$ cat src/rtl/alu_pkg.sv
// alu_pkg: shared ALU op codes, RV32 opcode and funct7 constants for the issue stage.
//   No ports. The optional mul decode is selected by macro ALU_ISSUE_MUL_EN in alu_ctrl_dec.
package alu_pkg;

    typedef logic [3:0] alu_op_t;

    localparam alu_op_t ALU_AND  = 4'd0;
    localparam alu_op_t ALU_XOR  = 4'd1;
    localparam alu_op_t ALU_SLL  = 4'd2;
    localparam alu_op_t ALU_ADD  = 4'd3;
    localparam alu_op_t ALU_SUB  = 4'd4;
    localparam alu_op_t ALU_MUL  = 4'd5;
    localparam alu_op_t ALU_ADDI = 4'd6;
    localparam alu_op_t ALU_SRAI = 4'd7;
    localparam alu_op_t ALU_LSW  = 4'd8;
    localparam alu_op_t ALU_BEQ  = 4'd9;

    localparam logic [6:0] OP_R      = 7'b0110011;
    localparam logic [6:0] OP_I      = 7'b0010011;
    localparam logic [6:0] OP_LOAD   = 7'b0000011;
    localparam logic [6:0] OP_STORE  = 7'b0100011;
    localparam logic [6:0] OP_BRANCH = 7'b1100011;

    localparam logic [6:0] F7_BASE   = 7'b0000000;
    localparam logic [6:0] F7_ALT    = 7'b0100000;
    localparam logic [6:0] F7_MULDIV = 7'b0000001;

endpackage

$ cat src/rtl/alu_ctrl_dec.sv
// alu_ctrl_dec: combinational RV32 decode to ALU op code and operand-2 select.
//   instr   in  32  instruction word
//   ctrl    out 4   ALU op code (meaningful only when legal)
//   use_imm out 1   operand 2 comes from the immediate rather than rs2
//   legal   out 1   instruction is decodable
//   Macro ALU_ISSUE_MUL_EN enables decode of mul; without it mul is illegal.
module alu_ctrl_dec
    import alu_pkg::*;
(
    input  logic [31:0] instr,
    output logic [3:0]  ctrl,
    output logic        use_imm,
    output logic        legal
);

    logic [6:0] op;
    logic [2:0] f3;
    logic [6:0] f7;

    assign op = instr[6:0];
    assign f3 = instr[14:12];
    assign f7 = instr[31:25];

    // R-type and beq compare/combine two registers; everything else takes imm.
    assign use_imm = !(op == OP_R || op == OP_BRANCH);

    always_comb begin
        ctrl  = ALU_AND;
        legal = 1'b0;
        if (op == OP_R && f7 == F7_BASE) begin
            legal = (f3 == 3'b111) || (f3 == 3'b100) || (f3 == 3'b001) || (f3 == 3'b000);
            ctrl  = (f3 == 3'b111) ? ALU_AND :
                    (f3 == 3'b100) ? ALU_XOR :
                    (f3 == 3'b001) ? ALU_SLL : ALU_ADD;
        end else if (op == OP_R && f7 == F7_ALT && f3 == 3'b000) begin
            legal = 1'b1;
            ctrl  = ALU_SUB;
`ifdef ALU_ISSUE_MUL_EN
        end else if (op == OP_R && f7 == F7_MULDIV && f3 == 3'b000) begin
            legal = 1'b1;
            ctrl  = ALU_MUL;
`endif
        end else if (op == OP_I && f3 == 3'b000) begin
            legal = 1'b1;
            ctrl  = ALU_ADDI;
        end else if (op == OP_I && f3 == 3'b101 && f7 == F7_ALT) begin
            legal = 1'b1;
            ctrl  = ALU_SRAI;
        end else if ((op == OP_LOAD || op == OP_STORE) && f3 == 3'b010) begin
            legal = 1'b1;
            ctrl  = ALU_LSW;
        end else if (op == OP_BRANCH && f3 == 3'b000) begin
            legal = 1'b1;
            ctrl  = ALU_BEQ;
        end
    end

endmodule

$ cat src/rtl/alu_issue.sv
// alu_issue: registers decoded ALU operations toward the ALU with stall/flush and an issue counter.
//   clk_i, rst_i (async active-low)
//   valid_i, instr_i, rs1_data_i, rs2_data_i, imm_i : instruction and operands from ID
//   stall_i, flush_i : hold / squash requests (flush wins)
//   ready_o : accepts valid_i this cycle
//   valid_o, data1_o, data2_o, ALUCtrl_o, illegal_o : registered operation toward the ALU
//   issue_cnt_o : wrapping count of issued legal operations
//   Macro ALU_ISSUE_MUL_EN enables mul decode (inside alu_ctrl_dec).
module alu_issue
    import alu_pkg::*;
(
    input  logic        clk_i,
    input  logic        rst_i,
    input  logic        valid_i,
    input  logic [31:0] instr_i,
    input  logic [31:0] rs1_data_i,
    input  logic [31:0] rs2_data_i,
    input  logic [31:0] imm_i,
    input  logic        stall_i,
    input  logic        flush_i,
    output logic        ready_o,
    output logic        valid_o,
    output logic [31:0] data1_o,
    output logic [31:0] data2_o,
    output logic [3:0]  ALUCtrl_o,
    output logic        illegal_o,
    output logic [15:0] issue_cnt_o
);

    logic [3:0]  dec_ctrl;
    logic        dec_use_imm;
    logic        dec_legal;
    logic        issue;

    logic        valid_q, valid_d;
    logic        illegal_q, illegal_d;
    logic [3:0]  ctrl_q, ctrl_d;
    logic [31:0] d1_q, d1_d;
    logic [31:0] d2_q, d2_d;
    logic [15:0] cnt_q, cnt_d;

    alu_ctrl_dec u_dec (
        .instr   (instr_i),
        .ctrl    (dec_ctrl),
        .use_imm (dec_use_imm),
        .legal   (dec_legal)
    );

    assign issue = valid_i && dec_legal;

    always_comb begin
        valid_d   = valid_q;
        illegal_d = illegal_q;
        ctrl_d    = ctrl_q;
        d1_d      = d1_q;
        d2_d      = d2_q;
        cnt_d     = cnt_q;
        if (flush_i) begin
            valid_d   = 1'b0;
            illegal_d = 1'b0;
            ctrl_d    = ALU_AND;
        end else if (!stall_i) begin
            valid_d   = issue;
            illegal_d = valid_i && !dec_legal;
            ctrl_d    = issue ? dec_ctrl : ALU_AND;
            d1_d      = rs1_data_i;
            d2_d      = dec_use_imm ? imm_i : rs2_data_i;
            cnt_d     = issue ? cnt_q + 16'd1 : cnt_q;
        end
    end

    always_ff @(posedge clk_i or negedge rst_i) begin
        if (!rst_i) begin
            valid_q   <= 1'b0;
            illegal_q <= 1'b0;
            ctrl_q    <= ALU_AND;
            d1_q      <= '0;
            d2_q      <= '0;
            cnt_q     <= '0;
        end else begin
            valid_q   <= valid_d;
            illegal_q <= illegal_d;
            ctrl_q    <= ctrl_d;
            d1_q      <= d1_d;
            d2_q      <= d2_d;
            cnt_q     <= cnt_d;
        end
    end

    // ready_o is gated by reset so every output reads 0 while rst_i is low.
    assign ready_o     = rst_i && !stall_i;
    assign valid_o     = valid_q;
    assign illegal_o   = illegal_q;
    assign ALUCtrl_o   = ctrl_q;
    assign data1_o     = d1_q;
    assign data2_o     = d2_q;
    assign issue_cnt_o = cnt_q;

endmodule

$ cat config.mk
export PLATFORM = sky130hd
export DESIGN_NAME = alu_issue
export DESIGN_NICKNAME = d
export VERILOG_FILES = /design/src/rtl/alu_pkg.sv /design/src/rtl/alu_ctrl_dec.sv /design/src/rtl/alu_issue.sv
export SDC_FILE = /design/constraint.sdc
export NUM_CORES = 1
export LEC_CHECK = 0
export CAP_MARGIN = 10
export CORE_UTILIZATION = 39
export CTS_CLUSTER_SIZE = 8
export DETAILED_ROUTE_END_ITERATION = 8
export PLACE_DENSITY = 0.81
export SLEW_MARGIN = 10
export SYNTH_ARGS = -nofsm -noshare
export SYNTH_HDL_FRONTEND = slang
export SYNTH_HIERARCHICAL = 1
export SYNTH_SLANG_ARGS = --single-unit
$ cat constraint.sdc
create_clock -name clk_i -period 1.55 [get_ports clk_i]
set_input_delay 0.31 -clock clk_i [delete_from_list [all_inputs] [get_ports clk_i]]
set_output_delay 0.31 -clock clk_i [all_outputs]
set_load 0.03 [all_outputs]
==> impl_metrics.csv <==
group,metric,value,unit
status,status,"finished with violations",
status,failed_checks,"setup timing",
synthesis,async_flop_share,1.00,
floorplan,initial_utilization,0.402,
detailed_routing,route.detailed.drc,0,
power_and_ir_drop,clock_power_share,0.281,
worst_setup_path,worstPathMaxFanout,5,
detailed_routing,drtAntennaViolNets,0,
global_routing,grt_pass1_wl,18500,um
sta,max_freq,468,MHz
flow_run,drv_cap,0,
global_routing,overflow,0,
place,place.gp.congestion,0.926,
clock_network,clkSinkCount,86,
sta,period_minus_slack,2.14,ns
power_and_ir_drop,power,5890,uW
clock_network,clkLatencyLatePin,0.35,ns
synthesis,synth-edff-count,0,
worst_setup_path,cp-start-kind,"primary input",
synthesis,synth_area,3910,sq um
floorplan,ioPinCount,220,
global_routing,grt_max_degree,87,
synthesis,yosysTopAreaCell,"dfrtp_1",
sta,slew_viol_final,0,
synthesis,yosysSeqAreaShare,0.551,
synthesis,netlist.area_leader.share,0.551,
detailed_routing,dr.pass1.iters,4,
sta,fin_tns_setup,-10.90,ns
power_and_ir_drop,p_sw_frac,0.304,
worst_setup_path,worstSetupPathType,"in2reg",
clock_network,ctsHtreeMaxLevel,3,
detailed_routing,avgViaCountPerCell,5.00,
floorplan,die_h,102,um
detailed_routing,wl_per_cell,16.8,um
global_routing,grtUsageTotal,0.234,
detailed_routing,drt_iter0_markers,148,
layout,area_growth_syn_to_layout,75.0,%
synthesis,synthTopCellsByArea,"dfrtp_1 55%, mux2_2 9.5%, mux2i_1 8.2%",
sta,period_share,1.38,
synthesis,ys.warnings.count,6,
sta,worst_pin_slew,0.451,ns
clock_network,cts_root_buf,"clkbuf_8",
power_and_ir_drop,seqPwrFrac,0.440,
detailed_routing,num_vias,3630,
sta,setup_viol,22,
floorplan,rows,36,
synthesis,syn_nets,463,
worst_setup_path,worstSetupEndpointType,"flip-flop",
power_and_ir_drop,p_leak,0.00333,uW
clock_network,cts_made_buffers,9,
sta,relSlewSlack,0.699,
floorplan,coreArea,9730,sq um
detailed_routing,routed_wl,12200,um
clock_network,clockBufferDepth,2,
layout,antenna_cells,0,
layout,stdcell_area,6840,sq um
global_routing,grt_pass1_vias,3879,
sta,hold_viol_final,0,
place,dp_hpwl,8510,um
power_and_ir_drop,netSwitchingPower,1790,uW
synthesis,synth_ff_type,"dfrtp_1",
worst_setup_path,crit_required,1.82,ns
sta,fin_ws,-0.586,ns
clock_network,cts_tree,"built",
synthesis,ys_ff_latch,86,
sta,clock_skew,0.00707,ns
global_routing,antenna_found_initial,0,
synthesis,synthCells,329,
synthesis,postSynthAreaPerCell,11.9,sq um
floorplan,die_w,102,um
sta,grt_setup_unrepaired,"true",
clock_network,clk_pin_slew,0.08,ns
power_and_ir_drop,combinationalPowerShare,0.279,
power_and_ir_drop,irDropWorstVdd,0.680,mV
synthesis,synth_cell_types,43,
power_and_ir_drop,p_per_area,861,nW/um^2
layout,drive_gt1_frac,0.251,
floorplan,fp.dieArea,10400,sq um
hold_path,hold_path_class,"in2async",
place,portBuffers,204,
layout,final_nets,723,
worst_setup_path,cp.arrival,2.40,ns
place,place_area,6430,sq um
place,place_ws,-1.29,ns
power_and_ir_drop,internal_power,4100,uW
clock_network,hold_buffers,0,
metal layers:
layer  up-vias  part of all wire  global-route usage  routed length [um]
met5         -                 0                   0                   0
met1      1760              0.38               0.252                4650
li1       1675                 -                   -                   -
met2       166              0.51               0.425                6230
met4         0             0.024              0.0934                 288
met3        29             0.082              0.0752                1000
repair_timing:
action / in CTS / in global routing
setup buffers: 15 / 3
cloned: 2 / 2
gates resized for setup: 140 / 20
pin swaps: 18 / 16
setup endpoints to repair: 141 / 49
placed cells by master (no fill, tap or decap), types with 4 or more instances in the layout:
cell,synthesis,final
nor2_2,0,4
clkbuf_2,0,4
buf_6,0,6
buf_4,1,50
clkbuf_8,0,9
clkdlybuf4s15_1,0,4
xnor2_1,7,7
buf_12,0,5
mux2i_1,32,30
inv_1,4,4
mux2_2,33,33
nand3_1,6,4
dlygate4sd2_1,0,91
a21oi_1,36,35
a22o_1,4,4
nor3_2,2,4
nor2_1,42,37
xor2_1,11,10
nand2_1,6,5
clkdlybuf4s50_1,0,98
dfrtp_1,86,86
through the flow:
stage / util / hold WS (ns) / cells
after floorplan: - / 0.0144 / 329
after global placement: 0.661 / 0.403 / 693
after detailed placement: 0.661 / 0.410 / 693
after CTS: 0.697 / 0.0152 / 725
after global routing: 0.703 / 0.0426 / 726
final: 0.703 / 0.0101 / 726
registers in the layout, indices dropped and copies added (netlist names):
register     flops
valid_o          1
ALUCtrl_o        4
data2_o         32
issue_cnt_o     16
illegal_o        1
data1_o         32
final cells by class:
type / instances / area, sq um
clock buffer: 10 / 128
clock inverter: 5 / 75.1
fill: 735 / 2890
inverter: 4 / 15.0
multi-input combinational: 222 / 1790
sequential: 86 / 2150
tap: 133 / 166
timing repair buffer: 266 / 2510
power by group through the flow:
stage / clock network [uW] / logic [uW] / registers [uW]
3_3_place_gp: 0 / 1770 / 2630
4_1_cts: 1710 / 1650 / 2590
3_5_place_dp: 0 / 1790 / 2650
5_1_grt: 1780 / 1740 / 2620
6_report: 1660 / 1640 / 2590
2_1_floorplan: 0 / 325 / 3110
Yosys cell counts, types with 3 or more instances:
master	number
a21oi_1	36
a22o_1	4
buf_2	12
clkbuf_1	4
dfrtp_1	86
inv_1	4
mux2_2	33
mux2i_1	32
nand2_1	6
nand2b_1	3
nand3_1	6
nand3b_1	3
nand4_1	3
nor2_1	42
nor3_1	5
xnor2_1	7
xor2_1	11
logic make-up (layout without fill, tap and decap cells):
family,after synthesis,after routing,share of synthesized area
XOR/XNOR,18,18,0.0403
buffers and inverters,21,285,0.0250
AND/OR/NAND/NOR,87,87,0.127
AO/OA/AOI/OAI,51,51,0.0768
multiplexers,65,65,0.177
adder cells (fa/ha/maj),1,1,0.00320
flip-flops,86,86,0.551
worst paths after layout:
path | slack (ns) | end | startpoint | depth (start not counted)
setup reg to reg | 0.09 | issue_cnt_o[7] | issue_cnt_o[2] | 5
hold reg to reg | 0.48 | issue_cnt_o[15] | issue_cnt_o[15] | 1
max in group asynchronous | 1.20 | data2_o[13] | rst_i | 2
min in group clk_i | 0.48 | issue_cnt_o[15] | issue_cnt_o[15] | 1
setup / recovery | -0.59 | issue_cnt_o[7] | instr_i[27] | 10
hold / removal | 0.01 | issue_cnt_o[6] | rst_i | 2
critical path, cell delays in order:
cell      delay (ns)
buf_6           0.09
or4_4           0.56
buf_6           0.15
a211oi_4        0.19
o21ai_2         0.08
a21oi_2         0.16
and4bb_2        0.30
nand4_1         0.21
nor2_1          0.19
xor2_1          0.17
Power figures use the tool's default switching activity.
